--- config.mk ---
export PLATFORM = sky130hd
export DESIGN_NAME = riscv_tag_check_unit
export DESIGN_NICKNAME = d
export VERILOG_FILES = /design/src/rtl/riscv_defines.sv /design/src/rtl/riscv_tag_check_hit.sv /design/src/rtl/riscv_tag_check_unit.sv
export SDC_FILE = /design/constraint.sdc
export NUM_CORES = 1
export LEC_CHECK = 0
export ABC_AREA = 1
export BUFFER_PORTS_ARGS = -buffer_cell sky130_fd_sc_hd__buf_2
export CAP_MARGIN = 5
export CORE_MARGIN = 3
export CORE_UTILIZATION = 43
export DETAILED_ROUTE_END_ITERATION = 7
export PLACE_DENSITY = 0.94
export SLEW_MARGIN = 20
export SYNTH_ARGS = -nofsm -noshare
export SYNTH_HDL_FRONTEND = slang
export SYNTH_SLANG_ARGS = --single-unit
--- constraint.sdc ---
create_clock -name clk -period 3.3 [get_ports clk]
set_input_delay 0.825 -clock clk [delete_from_list [all_inputs] [get_ports clk]]
set_output_delay 0.825 -clock clk [all_outputs]
set_load 0.02 [all_outputs]
--- src/rtl/riscv_defines.sv ---
// Shared encodings for the DIFT tag-check unit: instruction classes,
// Tag Check Register field offsets and the check FSM states.
package riscv_defines;

    // Instruction classes that propagate tags
    localparam logic [1:0] TAG_CLASS_LOAD  = 2'd0;
    localparam logic [1:0] TAG_CLASS_STORE = 2'd1;
    localparam logic [1:0] TAG_CLASS_ALU   = 2'd2;
    localparam logic [1:0] TAG_CLASS_JUMP  = 2'd3;

    // TCR: each class owns a 3-bit field {D, SA, S} at bit STRIDE*class
    localparam int TAG_CHK_S_OFS  = 0;
    localparam int TAG_CHK_SA_OFS = 1;
    localparam int TAG_CHK_D_OFS  = 2;
    localparam int TAG_CHK_STRIDE = 3;
    localparam int TAG_CHK_TCR_W  = 4 * TAG_CHK_STRIDE;

    typedef enum logic {
        TC_IDLE,
        TC_PENDING
    } tag_chk_state_e;

endpackage

--- src/rtl/riscv_tag_check_hit.sv ---
// Combinational hit-vector computation {D, SA, S} for one instruction.
// The class picks its 3-bit enable field out of the live TCR bits.
module riscv_tag_check_hit
    import riscv_defines::*;
#(
    parameter int TAG_WIDTH = 4
) (
    input  logic [1:0]               op_class,
    input  logic [TAG_WIDTH-1:0]     src_tag,
    input  logic [TAG_WIDTH-1:0]     addr_tag,
    input  logic [TAG_WIDTH-1:0]     dest_tag,
    input  logic [TAG_WIDTH-1:0]     tag_mask,
    input  logic [TAG_CHK_TCR_W-1:0] tcr,
    output logic [2:0]               hit
);

    logic [TAG_CHK_STRIDE-1:0] cls_en;

    // Select the enable field belonging to the instruction class
    always_comb begin
        cls_en = '0;
        for (int k = 0; k < 4; k++) begin
            if (op_class == k[1:0])
                cls_en = tcr[k*TAG_CHK_STRIDE +: TAG_CHK_STRIDE];
        end
    end

    assign hit[0] = (|(src_tag  & tag_mask)) & cls_en[TAG_CHK_S_OFS];
    assign hit[1] = (|(addr_tag & tag_mask)) & cls_en[TAG_CHK_SA_OFS];
    assign hit[2] = (|(dest_tag & tag_mask)) & cls_en[TAG_CHK_D_OFS];

endmodule

--- src/rtl/riscv_tag_check_unit.sv ---
// DIFT tag-check unit: checks LOAD/STORE/ALU/JUMP tags against the TCR,
// raises a held exception request until acknowledged or flushed, and
// stalls upstream while one is pending.
// Build option: define TAG_CHECK_CNT_EN to include the saturating
// violation counter; otherwise viol_cnt_o is tied to 0.
module riscv_tag_check_unit
    import riscv_defines::*;
#(
    parameter int TAG_WIDTH   = 4,
    parameter int COUNT_WIDTH = 16
) (
    input  logic                   clk,
    input  logic                   rst,
    input  logic                   valid_i,
    output logic                   ready_o,
    input  logic [1:0]             op_class_i,
    input  logic [31:0]            pc_i,
    input  logic [TAG_WIDTH-1:0]   src_tag_i,
    input  logic [TAG_WIDTH-1:0]   addr_tag_i,
    input  logic [TAG_WIDTH-1:0]   dest_tag_i,
    input  logic [TAG_WIDTH-1:0]   tag_mask_i,
    input  logic [31:0]            tcr_i,
    input  logic                   flush_i,
    output logic                   exc_req_o,
    input  logic                   exc_ack_i,
    output logic [2:0]             exc_cause_o,
    output logic [1:0]             exc_class_o,
    output logic [31:0]            exc_pc_o,
    output logic [COUNT_WIDTH-1:0] viol_cnt_o,
    input  logic                   cnt_clr_i
);

    tag_chk_state_e state, state_nxt;
    logic [2:0]     hit;
    logic           accept;
    logic           violate;
    logic [31:0]    unused_tcr;

    // TCR bits above the four class fields carry no meaning here
    assign unused_tcr = {tcr_i[31:TAG_CHK_TCR_W], {TAG_CHK_TCR_W{1'b0}}};

    riscv_tag_check_hit #(
        .TAG_WIDTH (TAG_WIDTH)
    ) u_hit (
        .op_class (op_class_i),
        .src_tag  (src_tag_i),
        .addr_tag (addr_tag_i),
        .dest_tag (dest_tag_i),
        .tag_mask (tag_mask_i),
        .tcr      (tcr_i[TAG_CHK_TCR_W-1:0]),
        .hit      (hit)
    );

    assign accept  = valid_i && ready_o;
    assign violate = accept && (hit != 3'b000);

    // State register
    always_ff @(posedge clk or posedge rst) begin
        if (rst) state <= TC_IDLE;
        else     state <= state_nxt;
    end

    // Next state: enter PENDING on a violating acceptance; ack or flush
    // (alone or together) is a single release
    always_comb begin
        state_nxt = state;
        case (state)
            TC_IDLE:    if (violate) state_nxt = TC_PENDING;
            TC_PENDING: if (exc_ack_i || flush_i) state_nxt = TC_IDLE;
            default:    state_nxt = TC_IDLE;
        endcase
    end

    // Outputs decoded from state; requests only accepted from IDLE
    always_comb begin
        ready_o   = (state == TC_IDLE);
        exc_req_o = (state == TC_PENDING);
    end

    // Capture the offending instruction; held until the next violation
    always_ff @(posedge clk or posedge rst) begin
        if (rst) begin
            exc_cause_o <= '0;
            exc_class_o <= '0;
            exc_pc_o    <= '0;
        end else if (violate) begin
            exc_cause_o <= hit;
            exc_class_o <= op_class_i;
            exc_pc_o    <= pc_i;
        end
    end

`ifdef TAG_CHECK_CNT_EN
    // Saturating violation counter; clear wins over a same-cycle increment
    always_ff @(posedge clk or posedge rst) begin
        if (rst)
            viol_cnt_o <= '0;
        else if (cnt_clr_i)
            viol_cnt_o <= '0;
        else if (violate && (viol_cnt_o != {COUNT_WIDTH{1'b1}}))
            viol_cnt_o <= viol_cnt_o + COUNT_WIDTH'(1);
    end
`else
    logic unused_cnt_clr;
    assign unused_cnt_clr = cnt_clr_i;
    assign viol_cnt_o     = '0;
`endif

endmodule

==> impl_metrics.env <==
export IMPL_finalPower_w=0.00162
export IMPL_ctsHoldBuffers=0
export IMPL_vdd_drop_max_mv=0.336
export IMPL_drv_slew=0
export IMPL_num_rows=23
export IMPL_clockRootBuffer="clkbuf_8"
export IMPL_rrSetupSlack_ps=1890
export IMPL_pin_count=143
export IMPL_multi_input_area_um2=747
export IMPL_comb_power_share_pct=35.7
export IMPL_layout_setup_ws_ps=1240
export IMPL_ys_seq_area_share_pct=50.1
export IMPL_synth_top_area_cell="dfrtp_1"
export IMPL_critPathCaptureType="flop"
export IMPL_r2r_end="exc_cause_o[2]"
export IMPL_synth_area_leaders="dfrtp_1, nand2_1, nand3_1, buf_4, buf_6"
export IMPL_worstPathArrival_ps=2210
export IMPL_grt_pass1_vias=1764
export IMPL_p_int_w=0.00102
export IMPL_timing_fmax_mhz=486
export IMPL_route_vias_total=1854
export IMPL_ys_warn_count=0
export IMPL_grt_pass1_wl_um=7490
export IMPL_synth_common_cells="nand2_1, nand3_1, dfrtp_1"
export IMPL_worstPathRequired_ps=3460
export IMPL_firstDrtPassIters=4
export IMPL_grt_max_degree=39
export IMPL_ctsResizeCount=0
export IMPL_hold_viol=0
export IMPL_power_frac_seq_pct=40.5
export IMPL_crit_buf_inv=2
export IMPL_critPathLaunch="op_class_i[0]"
export IMPL_worstPathMaxFanout=38
export IMPL_coreArea_um2=4140
export IMPL_netlist_area_leader_share_pct=50.1
export IMPL_port_buffers=105
export IMPL_die_y_um=72.5
export IMPL_crit_path_start_kind="input port"
export IMPL_cap_viol_max_count=0
export IMPL_ant_nets=0
export IMPL_die_area_um2=5250
export IMPL_cts_tree="done"
export IMPL_fillers=384
export IMPL_synthDistinctLibCells=16
export IMPL_hold_class="flop to flop"
export IMPL_pwr_share_clk_pct=23.9
export IMPL_crit_family="simple AND/OR/NAND/NOR gates"
export IMPL_antenna_found_initial=0
export IMPL_dpl_hpwl_um=3530
export IMPL_wl_um=4670
export IMPL_htreeDepth=2
export IMPL_worstMarginPinSlew_ps=706
export IMPL_powerDensity_nw_per_um2=657
export IMPL_cts_clk_slew_worst_paths_ps=70
export IMPL_synth_edf_count=0
export IMPL_cts_made_buffers=5
export IMPL_drive_gt1_share_pct=35.6
export IMPL_drt_iter0_drc=81
export IMPL_p_leak_nw=1.53
export IMPL_sw_frac_of_total_pct=37.0
export IMPL_path_depth=10
export IMPL_dieWidth_um=72.5
export IMPL_fin_skew_ps=8.10
export IMPL_rsz0062_at_grt="false"
export IMPL_post_cts_buffers=0
export IMPL_regArea_um2=951
export IMPL_post_drt_wl_per_cell_um=12.0
export IMPL_setup_worst_path_end="exc_cause_o[2]"
export IMPL_fin_nets=428
export IMPL_place_congestion=0.794
export IMPL_via_per_inst=4.75
export IMPL_syn_area_per_cell_um2=7.95
export IMPL_outcome="finished, final reports clean"
export IMPL_drcViolationCount=0
export IMPL_cp_common_cell="nand2_1"
export IMPL_setup_viol=0
export IMPL_syn_area_um2=1900
export IMPL_cp_cell_sequence="buf_2, inv_2, nand3b_1, nand2_1, nor2_1, nand2_1, nand3_4, nand2_2, nand2_1, nand2_1"
export IMPL_synth_cells=239
export IMPL_reg2reg_from="exc_req_o"
export IMPL_r2r_cells=4
export IMPL_grt_ovfl_total=0
export IMPL_n_antenna_cell=0
export IMPL_clkSinkCount=38
export IMPL_period_needed_ps=2060
export IMPL_gr_usage_all_layers_pct=17.7
export IMPL_ys_seq_elements=38
export IMPL_slew_headroom_pct=52.7
export IMPL_synthArstFlopShare_pct=100
export IMPL_slowest_stage="nand2_2"
export IMPL_max_stage_delay_ps=410
export IMPL_fin_util_pct=59.7
export IMPL_areaGrowthSynthToFinish_pct=30.2
export IMPL_initial_core_util_pct=45.8
export IMPL_switchingPower_w=0.000601
export IMPL_cts_buffer_depth=2
export IMPL_ys_flop_type="dfrtp_1"
export IMPL_clk_latency_ps=280
export IMPL_setup_tns_ps=0
export IMPL_path_class="input port to flop"
export IMPL_pre_cts_slack_ps=950
export IMPL_period_share_pct=62.4
export IMPL_synth_most_common_cell="nand2_1"
-- flip-flops by register name, indices dropped and copies added (netlist names) --
register     flops
exc_class_o      2
exc_cause_o      3
exc_pc_o        32
exc_req_o        1
-- cell type report --
class | count | area share [%]
tap | 50 | 2.53
inverter | 14 | 2.12
timing repair buffer | 108 | 22.2
sequential | 38 | 38.4
multi-input combinational | 173 | 30.2
clock buffer | 6 | 3.34
clock inverter | 1 | 1.21
-- cells by family (layout without fill, tap and decap cells) --
| logic type | count (synthesis) | in the layout | share of synthesized area, % |
|---|---|---|---|
| buffers and inverters | 43 | 129 | 13.7 |
| and+or+nand+nor | 157 | 157 | 36.0 |
| other | 1 | 16 | 0.197 |
| DFF | 38 | 38 | 50.1 |
-- through the flow --
step                instances  area, um^2  hold WS [ps]
detailed placement        383        2360           454
global route              390        2470           492
CTS                       390        2470           471
floorplan                 254        1960           577
finish                    390        2470           466
global placement          383        2360           449
-- how the worst min path moves through the flow --
stage	end	start	cells past startpoint	slack [ps]
2_1_floorplan	exc_cause_o[0]	exc_cause_o[0]	2	580
3_3_place_gp	exc_pc_o[23]	exc_pc_o[23]	2	450
3_5_place_dp	exc_pc_o[25]	exc_pc_o[25]	2	450
4_1_cts	exc_pc_o[25]	exc_pc_o[25]	2	470
5_1_grt	exc_pc_o[9]	exc_pc_o[9]	2	490
6_report	exc_pc_o[25]	exc_pc_o[25]	2	470
-- metal layers --
| metal | vias up | GRT usage (%) | share of wire [%] |
|---|---|---|---|
| met1 | 849 | 20.7 | 40 |
| met5 | - | 0 | 0 |
| met2 | 86 | 33.0 | 51 |
| met4 | 0 | 5.33 | 1.2 |
| met3 | 7 | 3.19 | 7.3 |
| li1 | 912 | - | - |
-- power groups by stage --
stage | clock network [W] | logic [W] | registers (W)
after global placement | 0 | 0.000571 | 0.000660
after CTS | 0.000400 | 0.000588 | 0.000658
final | 0.000388 | 0.000579 | 0.000657
after detailed placement | 0 | 0.000588 | 0.000665
after global routing | 0.000419 | 0.000636 | 0.000672
after floorplan | 0 | 0.000228 | 0.000826
-- cells in the final DEF, fill, tap and decap left out --
cell	n
buf_4	3
nand2_1	101
inv_1	12
clkbuf_8	6
bufinv_16	1
nor2_2	2
nand2_2	1
nand3_4	1
nand3_1	40
dfrtp_1	38
nor2_1	4
nand3b_1	5
inv_2	2
nand4_1	3
buf_2	105
conb_1	16
-- tightest hold or removal path, cell delays in order (launching register included) --
cell	delay (ps)
dfrtp_1	340
nand2_1	50
nand2_1	40
No activity file was read; power rests on OpenSTA's default activity.
